===== src/rtl/parametric_store_queue.sv =====
// Parametric in-order store queue for the memory functional unit.
// Stores are allocated at the tail at dispatch. Their address arrives on the address port and their
// data arrives either at allocation or by CDB snooping. The ROB commits them in order (cmt pointer),
// and committed stores drain from the head to the memory port. Loads are checked against older stores
// for forwarding or stall. A flush discards everything past the commit pointer.
// Ports:
//   clk, rst                    clock, asynchronous active-high reset
//   alloc_*                     dispatch-side allocation; alloc_idx = tail pointer
//   addr_valid/idx/value        effective address write for one entry
//   cdb, cdb_valid              result bus snoop {tag, data}
//   cmt_valid, cmt_id           in-order commit from the ROB; cmt_err is sticky on mismatch
//   flush                       discard uncommitted entries
//   ld_*                        combinational load lookup (hit / stall / miss)
//   o_*, o_ready                head store to memory
//   count                       occupied entries (head..tail)
module parametric_store_queue #(
  parameter int unsigned DEPTH    = 8,
  parameter int unsigned DATA_W   = 32,
  parameter int unsigned RSV_ID_W = 5,
  parameter int unsigned INSTR_W  = 6,
  localparam int unsigned PTR_W   = $clog2(DEPTH)
) (
  input  logic                       clk,
  input  logic                       rst,
  input  logic                       alloc_valid,
  output logic                       alloc_ready,
  input  logic [RSV_ID_W-1:0]        alloc_rob_id,
  input  logic [INSTR_W-1:0]         alloc_opcode,
  input  logic [DATA_W-1:0]          alloc_data,
  input  logic [RSV_ID_W-1:0]        alloc_dtag,
  input  logic                       alloc_dfill,
  output logic [PTR_W:0]             alloc_idx,
  input  logic                       addr_valid,
  input  logic [PTR_W:0]             addr_idx,
  input  logic [DATA_W-1:0]          addr_value,
  input  logic [RSV_ID_W+DATA_W-1:0] cdb,
  input  logic                       cdb_valid,
  input  logic                       cmt_valid,
  input  logic [RSV_ID_W-1:0]        cmt_id,
  input  logic                       flush,
  input  logic                       ld_valid,
  input  logic [DATA_W-1:0]          ld_addr,
  input  logic [PTR_W:0]             ld_age,
  output logic                       ld_hit,
  output logic [DATA_W-1:0]          ld_data,
  output logic                       ld_stall,
  output logic                       o_valid,
  output logic [RSV_ID_W-1:0]        o_rob_id,
  output logic [INSTR_W-1:0]         o_opcode,
  output logic [DATA_W-1:0]          o_address,
  output logic [DATA_W-1:0]          o_data,
  input  logic                       o_ready,
  output logic [PTR_W:0]             count,
  output logic                       cmt_err
);

  logic [PTR_W:0]        head_q, cmt_q, tail_q;
  logic [PTR_W:0]        head_d, cmt_d, tail_d;
  logic [DEPTH-1:0]      valid_q, addr_rdy_q, data_rdy_q;
  logic [RSV_ID_W-1:0]   rob_q  [DEPTH];
  logic [RSV_ID_W-1:0]   dtag_q [DEPTH];
  logic [INSTR_W-1:0]    op_q   [DEPTH];
  logic [DATA_W-1:0]     addr_q [DEPTH];
  logic [DATA_W-1:0]     data_q [DEPTH];
  logic                  cmt_err_q;

  logic [PTR_W-1:0]      hs;
  logic                  full, do_alloc, alloc_cap, cmt_ok, pop, addr_ok;
  logic [RSV_ID_W-1:0]   cdb_tag;
  logic [DATA_W-1:0]     cdb_data;
  logic [PTR_W:0]        addr_off, kill_span;
  logic [DEPTH-1:0]      kill;

  assign hs        = head_q[PTR_W-1:0];
  assign cdb_tag   = cdb[RSV_ID_W+DATA_W-1:DATA_W];
  assign cdb_data  = cdb[DATA_W-1:0];
  assign count     = tail_q - head_q;
  assign full      = (tail_q ^ head_q) == {1'b1, {PTR_W{1'b0}}};
  assign alloc_ready = !full && !flush;
  assign alloc_idx = tail_q;
  assign do_alloc  = alloc_valid && alloc_ready;
  assign alloc_cap = cdb_valid && (cdb_tag == alloc_dtag) && !alloc_dfill;
  assign cmt_ok    = cmt_valid && (cmt_q != tail_q) && (rob_q[cmt_q[PTR_W-1:0]] == cmt_id);
  assign cmt_err   = cmt_err_q;

  assign o_valid   = (head_q != cmt_q) && addr_rdy_q[hs] && data_rdy_q[hs];
  assign o_rob_id  = rob_q[hs];
  assign o_opcode  = op_q[hs];
  assign o_address = addr_q[hs];
  assign o_data    = data_q[hs];
  assign pop       = o_valid && o_ready;

  // Offset from head must fall inside head..tail; this also rejects a stale wrap bit.
  assign addr_off  = addr_idx - head_q;
  assign addr_ok   = addr_valid && (addr_off < count) && valid_q[addr_idx[PTR_W-1:0]];

  assign head_d    = head_q + (PTR_W+1)'(pop);
  assign cmt_d     = cmt_q + (PTR_W+1)'(cmt_ok);
  assign tail_d    = flush ? cmt_d : tail_q + (PTR_W+1)'(do_alloc);

  // Slots between the post-commit pointer and the tail are discarded on flush.
  assign kill_span = tail_q - cmt_d;
  always_comb begin
    kill = '0;
    for (int unsigned i = 0; i < DEPTH; i++) begin
      kill[i] = flush && ({1'b0, PTR_W'(PTR_W'(i) - cmt_d[PTR_W-1:0])} < kill_span);
    end
  end

  // Walk oldest to youngest; the last deciding entry is the youngest older store.
  logic                found, f_rdy;
  logic [DATA_W-1:0]   f_data;
  logic [PTR_W:0]      age_off;
  logic [PTR_W-1:0]    ls;
  always_comb begin
    found   = 1'b0;
    f_rdy   = 1'b0;
    f_data  = '0;
    ls      = '0;
    age_off = ld_age - head_q;
    for (int unsigned k = 0; k < DEPTH; k++) begin
      ls = hs + PTR_W'(k);
      if (((PTR_W+1)'(k) < age_off) && ((PTR_W+1)'(k) < count)) begin
        if (!addr_rdy_q[ls] || (addr_q[ls] == ld_addr)) begin
          found  = 1'b1;
          f_rdy  = addr_rdy_q[ls] && data_rdy_q[ls];
          f_data = data_q[ls];
        end
      end
    end
    ld_hit   = ld_valid && found && f_rdy;
    ld_stall = ld_valid && found && !f_rdy;
    ld_data  = ld_hit ? f_data : '0;
  end

  always_ff @(posedge clk or posedge rst) begin
    if (rst) begin
      head_q     <= '0;
      cmt_q      <= '0;
      tail_q     <= '0;
      cmt_err_q  <= 1'b0;
      valid_q    <= '0;
      addr_rdy_q <= '0;
      data_rdy_q <= '0;
      for (int unsigned i = 0; i < DEPTH; i++) begin
        rob_q[i]  <= '0;
        dtag_q[i] <= '0;
        op_q[i]   <= '0;
        addr_q[i] <= '0;
        data_q[i] <= '0;
      end
    end else begin
      head_q    <= head_d;
      cmt_q     <= cmt_d;
      tail_q    <= tail_d;
      cmt_err_q <= cmt_err_q | (cmt_valid && !cmt_ok);
      for (int unsigned i = 0; i < DEPTH; i++) begin
        if (valid_q[i] && !data_rdy_q[i] && cdb_valid && (dtag_q[i] == cdb_tag)) begin
          data_q[i]     <= cdb_data;
          data_rdy_q[i] <= 1'b1;
        end
        if (addr_ok && (addr_idx[PTR_W-1:0] == PTR_W'(i))) begin
          addr_q[i]     <= addr_value;
          addr_rdy_q[i] <= 1'b1;
        end
        if (do_alloc && (tail_q[PTR_W-1:0] == PTR_W'(i))) begin
          valid_q[i]    <= 1'b1;
          rob_q[i]      <= alloc_rob_id;
          op_q[i]       <= alloc_opcode;
          dtag_q[i]     <= alloc_dtag;
          addr_q[i]     <= '0;
          addr_rdy_q[i] <= 1'b0;
          data_q[i]     <= alloc_cap ? cdb_data : alloc_data;
          data_rdy_q[i] <= alloc_dfill || alloc_cap;
        end
        if ((pop && (hs == PTR_W'(i))) || kill[i]) begin
          valid_q[i]    <= 1'b0;
          addr_rdy_q[i] <= 1'b0;
          data_rdy_q[i] <= 1'b0;
        end
      end
    end
  end

endmodule


===== config.mk =====
export PLATFORM = sky130hd
export DESIGN_NAME = parametric_store_queue
export DESIGN_NICKNAME = d
export VERILOG_FILES = /design/src/rtl/parametric_store_queue.sv
export SDC_FILE = /design/constraint.sdc
export NUM_CORES = 2
export LEC_CHECK = 0
export ABC_CLOCK_PERIOD_IN_PS = 35300
export BUFFER_PORTS_ARGS = -buffer_cell sky130_fd_sc_hd__clkbuf_2
export CAP_MARGIN = 40
export CORE_AREA = 4 4 334 336
export DETAILED_ROUTE_END_ITERATION = 8
export DIE_AREA = 0 0 338 340
export HOLD_SLACK_MARGIN = 0.05
export PLACE_DENSITY = 0.72
export SYNTH_ARGS = -nofsm -noshare
export SYNTH_HDL_FRONTEND = slang
export SYNTH_SLANG_ARGS = --single-unit
export TNS_END_PERCENT = 5

===== constraint.sdc =====
create_clock -name clk -period 35.3 [get_ports clk]
set_input_delay 8.825 -clock clk [delete_from_list [all_inputs] [get_ports clk]]
set_output_delay 8.825 -clock clk [all_outputs]
set_load 0.02 [all_outputs]

# Yosys cells after proc, flatten, opt, wreduce, memory -nomap -nowiden
# Index checks and enable logic that the tools add are counted.
word_totals:
  reg_bits: 677
  latch_bits: 0
  mem_bits_rw: 0
  rom_bits: 0
  in_bits: 172
  out_inout_bits: 120
  word_cells: 592
  mem_count: 0
op_classes:
  addsub: 22
  n_mul: 0
  div: 0
  magnitude_cmp: 43
  eq_ne: 42
  shift: 0
  n_mux: 238
  n_bitwise: 11
  n_reduce_logical: 168
ops:
  columns: ["operator", "count"]
  rows:
  - ["32-bit two-way mux", 82]
  - ["32-bit binary-select mux with 3-bit select", 16]
  - ["32-bit equality test", 8]
  - ["1-bit two-way mux", 113]
  - ["1-bit logical AND", 87]
  - ["1-bit binary-select mux with 3-bit select", 17]
  - ["5-bit equality test", 10]
  - ["2-bit nonzero test", 24]
  - ["3-bit nonzero test", 16]
  - ["3-bit equality test (second input constant)", 12]
  - ["4-bit greater-or-equal comparator (second input constant)", 9]
  - ["3-bit by 4-bit < comparator with 1-bit output (second input constant)", 9]
  - ["3-bit inverter with 4-bit output", 9]
  - ["3-bit by 4-bit < comparator with 1-bit output", 8]
  - ["3-bit by 4-bit < comparator with 1-bit output (first input constant)", 8]
  - ["5-bit binary-select mux with 3-bit select", 2]
  - ["1-bit logical NOT", 21]
  - ["5-bit two-way mux", 4]
  - ["6-bit binary-select mux with 3-bit select", 1]
  - ["3-bit by 2-bit equality test with 1-bit output (second input constant)", 6]
  - ["1-bit logical OR", 17]
  - ["1-bit by 4-bit < comparator with 1-bit output (first input constant)", 4]
  - ["2-bit by 4-bit < comparator with 1-bit output (first input constant)", 4]
  - ["4-bit subtractor", 4]
  - ["16 further kinds", 33]

# Longest topological paths before layout
depth:
  ltp_word: 25
  ltp_mapped: 24
  mapped_depth_nobuf: 16

# Worst setup path before layout
# Ideal clock, no wire load.
synth_path:
  kind: "input-to-output"
  startpoint: "in ld_age[0]"
  endpoint: "out ld_stall"
  arrival_ns: 11.799
  t_required_ns: 26.475
  slack_ns: 14.676
  stages: 14
  n_path_buf: 0
  cell_sequence: "inv_1 ha_1 inv_1 fa_1 nand2b_1 nand2_1 a22oi_1 nand4_1 nor4_2 a41o_1 nor4bb_1 a211oi_1 nor2_1 a211oi_1"
synth_via:
  elab_chain_cells: 20
  elab_cells_between_ends: 50
  cone_classes: "add/sub: 1; order compare: 8; mux: 30; reduce/logical: 11"
synth_rtl:
  columns: ["item", "line_no", "source"]
  rows:
  - ["from (decl)", "43", "input logic [PTR_W:0] ld_age,"]
  - ["4-bit subtractor (*)", "120", "age_off = ld_age - head_q;"]
  - ["1-bit by 4-bit < comparator with 1-bit output", "123", "if (((PTR_W+1)'(k) < age_off) && ((PTR_W+1)'(k) < count)) begin"]
  - ["1-bit logical AND", "123", null]
  - ["1-bit two-way mux", "123", null]
  - ["1-bit two-way mux", "124", "if (!addr_rdy_q[ls] || (addr_q[ls] == ld_addr)) begin"]
  - ["1-bit two-way mux", "123", null]
  - ["1-bit two-way mux", "124", null]
  - ["1-bit two-way mux", "123", null]
  - ["[... 4 more ...]", null, null]
  - ["1-bit two-way mux", "124", null]
  - ["1-bit two-way mux", "123", null]
  - ["1-bit two-way mux", "124", null]
  - ["1-bit two-way mux", "123", null]
  - ["1-bit two-way mux", "124", null]
  - ["1-bit two-way mux", "123", null]
  - ["1-bit logical AND or 1-bit logical NOT (tied branches)", "132", "ld_stall = ld_valid && found && !f_rdy;"]
  - ["1-bit logical AND (*)", "132", null]
  - ["to (decl)", "46", "output logic ld_stall,"]
# Every way passes the cells marked *; elsewhere a longest branch is shown, timed or not.

# Final worst setup path
layout_path:
  startpoint: "in ld_age[0]"
  endpoint: "out ld_data[5]"
layout_via:
  elab_chain_cells: 21
  elab_cells_between_ends: 65
  cone_classes: "add/sub: 1; order compare: 8; mux: 46; reduce/logical: 10"
layout_rtl:
  columns: ["item", "line_no", "source"]
  rows:
  - ["4-bit subtractor (*)", "120", null]
  - ["1-bit by 4-bit < comparator with 1-bit output", "123", null]
  - ["1-bit logical AND", "123", null]
  - ["1-bit two-way mux", "123", null]
  - ["1-bit two-way mux", "124", null]
  - ["1-bit two-way mux", "123", null]
  - ["1-bit two-way mux", "124", null]
  - ["1-bit two-way mux", "123", null]
  - ["[... 4 more ...]", null, null]
  - ["1-bit two-way mux", "124", null]
  - ["1-bit two-way mux", "123", null]
  - ["1-bit two-way mux", "124", null]
  - ["1-bit two-way mux", "123", null]
  - ["1-bit two-way mux", "124", null]
  - ["1-bit two-way mux", "123", null]
  - ["1-bit logical AND (2 in a row)", "131", "ld_hit = ld_valid && found && f_rdy;"]
  - ["32-bit two-way mux (*)", "133", "ld_data = ld_hit ? f_data : '0;"]
  - ["to (decl)", "45", "output logic [DATA_W-1:0] ld_data,"]
# Marked as above.

==> out/qor.txt <==
Status - finished, final reports clean
Fin. Hold Viols - 0
Minimum clock period - 22.64 ns
Largest net degree at the start of global routing - 166
Synth warn - 0
Worst-skew pair later-pin latency - 0.71 ns
Fmax - 44.16 MHz
Crit Path Max Fanout - 66
Hold Path Depth - 2
FF/Latch Area - 16950 um2
DRC viols - 0
Critical Path Start Type - input port
Final nets - 6240
Hold path start - op_q[38]
Fillers - 9021
Commonest non-fill, non-tap cell in the layout - nand2_1
Die area - 114900 um2
Antenna-violating nets left - 0
Initial DRC Count - 8505
H-tree depth - 3
Yosys reg bits - 677
Synth area leaders - dfrtp_1 29%, mux4_2 21%, mux2i_1 8.2%
Vias after detailed routing - 55990
Leakage - 25.30 nW
Mapped Cells - 6161
Syn_nets - 6380
Setup Skew - 0.02814 ns
Max-cap viol count - 0
CTS resizes - 0
Number of clock sinks - 677
Final worst slack - 12.66 ns
Core area - 108600 um2
Max-slew violation count - 0
Grt ovf - 0
Mapped Area - 59240 um2
R2R Path Start - head_q[1]
Top FF cell, synth - dfrtp_1
Setup Viol. Count Final - 0
Fin cells - 7539
Slew HR - 27.84%
R2R depth - 14
Fin util - 59.17%
Place WS - 12.95 ns
CTS tree - yes
CTS Root Cell - clkbuf_16
First-pass DRT Iterations - 7
First-pass GRT wire length - 352.5 mm
DP HPWL - 153.6 mm
Cts bufs inserted - 79
Width of the die - 338 um
Multi-input logic area - 39400 um2
Worst-Margin Slew - 1.082 ns
Crit path required time - 26.47 ns
Placed Cells - 7348
Detailed-route wire length - 239.2 mm
Worst min path class - reg -> reg
Clock Pin Slew Worst Setup and Hold Paths - 0.06 ns
Routability Congestion - 1.167
Commonest non-fill, non-tap cells in the layout - 1013 x nand2_1, 674 x dfrtp_1, 613 x nor2_1, 554 x mux4_2, 483 x mux2i_1
Tot Pwr - 3.910 mW
Avg Vias per Cell - 7.426
# hold bufs at CTS - 0
Critical path capture point type - output port
Clock Tree Buf Depth - 3
Synthesized area per cell - 9.615 um2
Routed wire per std cell - 31.73 um
DIE HEIGHT - 340 um
Number of flops mapped to enable cells by yosys - 0
All-layer global routing usage - 40.85%
Post-CTS Setup Bufs - 0
Fraction of registers with async set/reset - 100.0%
I/O Pins - 292
Area delta synth->final - 8.417%
Initial antenna violation count - 47
Maximum VDD drop - 0.04860 mV
Synth area leader - dfrtp_1
Sequential share of the synthesized area - 28.60%
Setup TNS Final - 0 ns
Vias in the first global route - 53850
Port Buffer Count - 291
Crit. Startpoint - ld_age[0]
Synth cell types - 86
Yosys top cell area share - 28.60%
FP Rows - 121
Share of cells above drive strength 1 - 24.02%
Starting Density - 54.57%
Fin crit share - 64.15%
Arrival time worst endpoint - 13.82 ns
Crit Path Class - in -> out
RSZ-0062 raised after global routing - false
Power Density - 60.88 nW/um2
-- per-layer routing --
metal	track usage [%]	vias to the layer above	wire length, um
met5	0.2553	-	117
met4	24.84	16	18010
met3	15.90	1236	37350
met2	58.70	4878	102100
met1	52.00	27260	81680
li1	-	22590	-
-- logic make-up after synthesis --
| kind of cell | Yosys count | synth area share (%) |
|---|---|---|
| flip-flops | 677 | 28.60 |
| buffers and inverters | 697 | 5.500 |
| AO/OA/AOI/OAI | 1169 | 12.70 |
| XOR/XNOR | 297 | 4.404 |
| AND/OR/NAND/NOR | 2020 | 14.32 |
| multiplexers | 1254 | 33.42 |
| adder cells (fa/ha/maj) | 47 | 1.056 |
-- area by class of cell --
cell class                      count  area share (%)
Antenna cell                       39          0.1520
Clock buffer                      102           3.431
Clock inverter                     44          0.8922
Inverter                           33          0.2123
Multi-Input combinational cell   4787           61.34
Sequential cell                   677           26.40
Tap cell                         1414           2.755
Timing Repair Buffer              443           4.824
-- cell usage after synthesis, types with 33 or more instances --
master and n:
and3_1 33, nand2_1 1023, o22ai_1 336, a31oi_1 41, o211ai_1 34, buf_2 127
buf_1 81, nor3_1 63, clkbuf_1 327, clkbuf_2 63, mux2_2 207, mux2i_1 488
o21a_1 39, mux4_2 554, ha_1 42, a211oi_1 47, o221ai_1 36, dfrtp_1 677
nand3_1 42, a21oi_1 372, a22oi_1 86, xnor2_1 214, nand2b_1 44, xor2_1 82
nand4_1 71, nor2_1 627, buf_6 33
-- power breakdown --
| part | switching, mW | leakage, nW | internal [mW] |
|---|---|---|---|
| Combinational | 0.890 | 15.2 | 0.766 |
| Sequential | 0.338 | 8.77 | 1.02 |
| Clock | 0.378 | 1.35 | 0.513 |
-- flip-flops by register name, indices dropped and copies added (netlist names) --
| signal | flops |
|---|---|
| addr_q | 256 |
| data_q | 256 |
| addr_rdy_q | 8 |
| head_q | 4 |
| op_q | 48 |
| data_rdy_q | 8 |
| valid_q | 8 |
| dtag_q | 40 |
| cmt_q | 4 |
| cmt_err | 1 |
| rob_q | 40 |
| alloc_idx | 4 |
-- critical path, cell delays in order --
cell and delay [ns]:
clkbuf_2 0.13, inv_1 0.08, ha_1 0.15, inv_1 0.06, fa_1 0.41, xor2_1 0.26, a2111oi_0 0.11, dlymetal6s2s_1 0.21
buf_1 0.16, nor4_1 0.34, nand4_1 0.18, nor4_2 0.75, nor2_4 0.03, buf_4 0.39, nand3_1 0.22, nor4b_2 0.09
a2111oi_4 0.38, buf_4 0.56, o21a_1 0.26, clkbuf_2 0.19
-- final timing paths --
path	end	slack, ns
max	ld_data[5]	12.66
min	op_q[38]	0.47
max reg2reg	data_q[132]	29.83
min reg2reg	op_q[38]	0.47
max in group asynchronous	addr_q[60]	25.12
min in group asynchronous	op_q[14]	8.25
-- metrics by stage --
step                      hold WS [ns]  cell area, um2
after floorplan                 0.4403           59240
after detailed placement        0.4614           61300
final                           0.4724           64230
after CTS                       0.4770           64080
after global placement          0.4525           60630
after global routing            0.5025           64180
Note: power is estimated with default switching activity, not from simulation.
